<file path="config.mk">
export PLATFORM = sky130hd
export DESIGN_NAME = uart_tx_arbiter
export DESIGN_NICKNAME = d
export VERILOG_FILES = /design/src/rtl/uart_tx_arbiter.sv
export SDC_FILE = /design/constraint.sdc
export NUM_CORES = 1
export LEC_CHECK = 0
export ABC_AREA = 0
export ABC_CLOCK_PERIOD_IN_PS = 2300
export CORE_ASPECT_RATIO = 0.8
export CORE_MARGIN = 1
export CORE_UTILIZATION = 33
export DETAILED_ROUTE_END_ITERATION = 10
export PLACE_DENSITY = 0.79
export SYNTH_ARGS = -nofsm -noshare
export SYNTH_HDL_FRONTEND = slang
export SYNTH_SLANG_ARGS = --single-unit
</file>
<file path="constraint.sdc">
create_clock -name clk -period 2.3 [get_ports clk]
set_clock_uncertainty 0.2 [all_clocks]
set_input_delay 0.23 -clock clk [delete_from_list [all_inputs] [get_ports clk]]
set_output_delay 0.23 -clock clk [all_outputs]
set_load 0.05 [all_outputs]
</file>
<file path="src/rtl/uart_tx_arbiter.sv">
// Round-robin arbiter sharing one UART TX byte stream among N requesters, up to BURST bytes per grant.
// Latency: 1 cycle to arbitrate in IDLE, then zero-cycle combinational forwarding while in GRANT.
// Backpressure: m_ready feeds straight to the granted requester's s_ready; the grant is held while stalled.
module uart_tx_arbiter #(
  parameter int N     = 4,
  parameter int W     = 8,
  parameter int BURST = 1,
  localparam int IW   = $clog2(N),
  localparam int CW   = $clog2(BURST + 1)
) (
  input  logic            clk,
  input  logic            rst,
  input  logic [N-1:0]    s_valid,
  input  logic [N*W-1:0]  s_data,
  output logic [N-1:0]    s_ready,
  output logic            m_valid,
  output logic [W-1:0]    m_data,
  input  logic            m_ready,
  output logic [IW-1:0]   m_id,
  output logic            busy
);

  typedef enum logic {IDLE, GRANT} state_t;

  state_t        state;
  logic [IW-1:0] gnt;
  logic [IW-1:0] ptr;
  logic [CW-1:0] beats;

  logic [W-1:0]  lane [N];
  logic [IW-1:0] pick;
  logic          pick_vld;
  logic          hs;
  logic          last_beat;
  logic          release_gnt;
  logic [IW-1:0] gnt_nxt;

  for (genvar k = 0; k < N; k++) begin : g_lane
    assign lane[k] = s_data[k*W +: W];
  end

  // Rotating search: first active requester at or after ptr, wrapping N-1 -> 0.
  // Walking offsets from high to low lets the smallest offset win.
  always_comb begin
    int j;
    logic [IW-1:0] idx;
    pick     = '0;
    pick_vld = 1'b0;
    j        = 0;
    idx      = '0;
    for (int i = N - 1; i >= 0; i--) begin
      j = int'(ptr) + i;
      if (j >= N) j = j - N;
      idx = IW'(j);
      if (s_valid[idx]) begin
        pick     = idx;
        pick_vld = 1'b1;
      end
    end
  end

  // Handshake and release decisions for the current grant; explicit wrap since N may not be 2^IW.
  always_comb begin
    hs          = (state == GRANT) && s_valid[gnt] && m_ready;
    last_beat   = (beats == CW'(BURST - 1));
    release_gnt = (state == GRANT) && ((hs && last_beat) || !s_valid[gnt]);
    gnt_nxt     = (gnt == IW'(N - 1)) ? '0 : gnt + IW'(1);
  end

  // Combinational forwarding of the granted lane; everything quiet in IDLE.
  always_comb begin
    m_valid = 1'b0;
    m_data  = '0;
    s_ready = '0;
    if (state == GRANT) begin
      m_valid      = s_valid[gnt];
      m_data       = lane[gnt];
      s_ready[gnt] = m_ready;
    end
  end

  assign busy = (state == GRANT);
  assign m_id = gnt;

  // Arbitration FSM: select in IDLE, count beats and release in GRANT.
  always_ff @(posedge clk or posedge rst) begin
    if (rst) begin
      state <= IDLE;
      gnt   <= '0;
      ptr   <= '0;
      beats <= '0;
    end else begin
      case (state)
        IDLE: begin
          if (pick_vld) begin
            gnt   <= pick;
            beats <= '0;
            state <= GRANT;
          end
        end
        GRANT: begin
          if (hs) beats <= beats + CW'(1);
          if (release_gnt) begin
            state <= IDLE;
            ptr   <= gnt_nxt;
          end
        end
        default: state <= IDLE;
      endcase
    end
  end

endmodule
</file>
==> flow_summary.ini <==
[floorplanning]
initial_core_util = 0.3660
core_area_sq_um = 1979
die_y_um = 43.91
rows = 14
dieWidth_um = 54.39
die_area_sq_um = 2388
io_pins = 55

[timing]
period_needed_ps = 2122
worstMarginPinSlew_ps = 569.6
slew_headroom = 0.6161
post-route-period-util = 0.9225
fmax_mhz = 471.3
setup_tns_ps = 0
rsz0062_at_grt = false
hold_viol_final = 0
setup_viol = 0
slew_viol_final = 0

[clocking]
path_clk_slew_ps = 50
hold_buffers = 0
cts.sinks = 6
clockBufferDepth = 2
numCtsBuffers = 3
worstSkewPairLatency_ps = 250
h-tree-depth = 1
cts_tree = yes
postCtsSetupRepairBufs = 0
clock-root-buffer = clkbuf_4
post_cts_resized = 0

[worst_setup_path]
slowest_delay_ps = 550
slowest_stage = mux4_1
r2r-start = m_id[1]
crit_arrival_ps = 1690
path_cells = buf_4 > mux4_1 > and2_1 > buf_4
endpoint_kind = primary output
cpMostUsedCell = buf_4
crit_path_start = m_id[0]
critPathLaunchType = flip-flop
crit_type = flip-flop to primary output
required_ps = 1870
cp_max_fo = 12

[drt]
via_per_inst = 5.100
dr.pass1.iters = 4
vias = 765
drtIter0Drc = 13
drt-wirelength-per-cell_um = 14.29
ant_nets = 0
drcViolationCount = 0
wirelength_mm = 2.144

[layout]
fin_nets = 171
fillers = 159
multi_input_area_sq_um = 531.8
area_growth_pct = 82.21
drive_gt1_frac = 0.1984
num_antenna_cells = 0
final_core_util = 0.6669
ff_latch_area_sq_um = 150.1

[synth]
seq_area_frac_synth = 0.2073
yosysWarnings = 0
syn_avg_cell_area_sq_um = 10.50
syn_nets = 112
syn_inst = 69
yosys_register_bits = 6
syn-cell-area_sq_um = 724.4
synth_cell_types = 23

[min_path]
hold_path_class = input pin to async pin

[pwr]
pwr_density_cell_nw_per_um2 = 1251
p_leak_uw = 0.0006040
ir_drop_mv = 0.8446

[global_routing]
grt-ovfl-total = 0
grt_pass1_vias = 755
antenna_found_initial = 0
grt_usage = 0.1923
grt_pass1_wl_mm = 3.249
grt_max_degree = 16

[placement]
dp_hpwl_mm = 1.753
finalWeightedCongestion = 0.7954
portBuffers = 54

[run_status]
outcome = completed

[flow_run]
cap_violations = 0
## layout make-up
cell class / instances / area share
repair buffers: 57 / 0.4265
flip-flops and latches: 6 / 0.1137
well taps: 24 / 0.02275
inverters: 6 / 0.01706
multi-input cells: 54 / 0.4028
clock buffers: 3 / 0.01706
## critical path, delay by kind of cell, from the launching register on
kind | cells | cell delay [ps]
buffers and inverters | 2 | 390
DFF | 1 | 330
muxes | 1 | 550
and+or+nand+nor | 1 | 170
## stage by stage
stage / cell area, sq um / cells / worst slack, ps / total power [uW] / hold WS, ps
after CTS: 1320 / 150 / 147.3 / 1672 / 5.070
final: 1320 / 150 / 178.3 / 1651 / 4.935
after global routing: 1320 / 150 / 35.10 / 1760 / 34.66
after detailed placement: 1297 / 147 / 262.0 / 1566 / 271.0
after floorplan: 724.4 / 69 / 42.18 / 1130 / -179.0
after global placement: 1297 / 147 / 362.9 / 1541 / 253.9
## cell families (layout without fill, tap and decap cells)
logic type | Yosys count | count (layout) | share of synthesized area
compound gates | 8 | 8 | 0.08118
simple gates | 28 | 28 | 0.2124
buf+inv | 9 | 66 | 0.05871
mux | 14 | 14 | 0.3713
flops | 6 | 6 | 0.2072
fa+ha+maj | 4 | 4 | 0.06909
## metal layers
metal	vias to the layer above	GRT usage	routed length [um]
met4	0	0.03077	0
met3	0	0.06316	201
met1	350	0.1970	857
met5	-	0	0
met2	38	0.3732	1085
li1	377	-	-
## synthesized netlist by cell type, drive strengths merged
cell type / number / area [sq um]
nor2: 2 / 7.510
nor3: 3 / 15.01
o41ai: 1 / 16.27
clkbuf: 1 / 3.750
nor2b: 3 / 18.77
o32ai: 1 / 8.760
o221ai: 1 / 8.760
o21ai: 4 / 20.02
nand3: 1 / 5.000
and2b: 1 / 7.510
a21oi: 1 / 5.000
mux4: 8 / 206.5
dfrtp: 6 / 150.1
and3: 5 / 31.28
nand2: 5 / 18.77
ha: 4 / 50.05
mux2: 2 / 22.52
buf: 2 / 16.26
inv: 6 / 22.52
mux2i: 4 / 40.04
and2: 8 / 50.05
## state kept, by name, summed over array words and instances (netlist names)
register	flops
busy	1
m_id	2
ptr	2
beats	1
## power breakdown
| part | leakage, uW | internal [uW] | switching [uW] |
|---|---|---|---|
| Clock | 0.0000138 | 59.2 | 41.2 |
| Combinational | 0.000518 | 556 | 762 |
| Sequential | 0.0000725 | 161 | 72.5 |
## final timing paths
path                                   to  slack, ps  depth (start not counted)
worst min-delay path               ptr[1]          5                          2
worst max-delay path            m_data[0]        180                          4
min in group clk                    beats        280                          1
worst max register to register     ptr[0]        450                          4
max in group asynchronous           beats       1690                          2
worst min register to register      beats        280                          1
## layout by cell type (no fill, tap or decap), types with 2 or more instances in the layout
master	count
clkbuf_4	3
o21ai_0	4
and3_1	5
nor2_1	2
nor3_1	3
mux4_1	7
nor2b_1	3
clkdlybuf4s50_1	39
dfrtp_1	6
buf_4	15
and2_1	8
mux2i_1	4
nand2_1	5
ha_1	4
mux2_2	2
buf_12	3
inv_1	6
No activity file was read; power rests on OpenSTA's default activity.
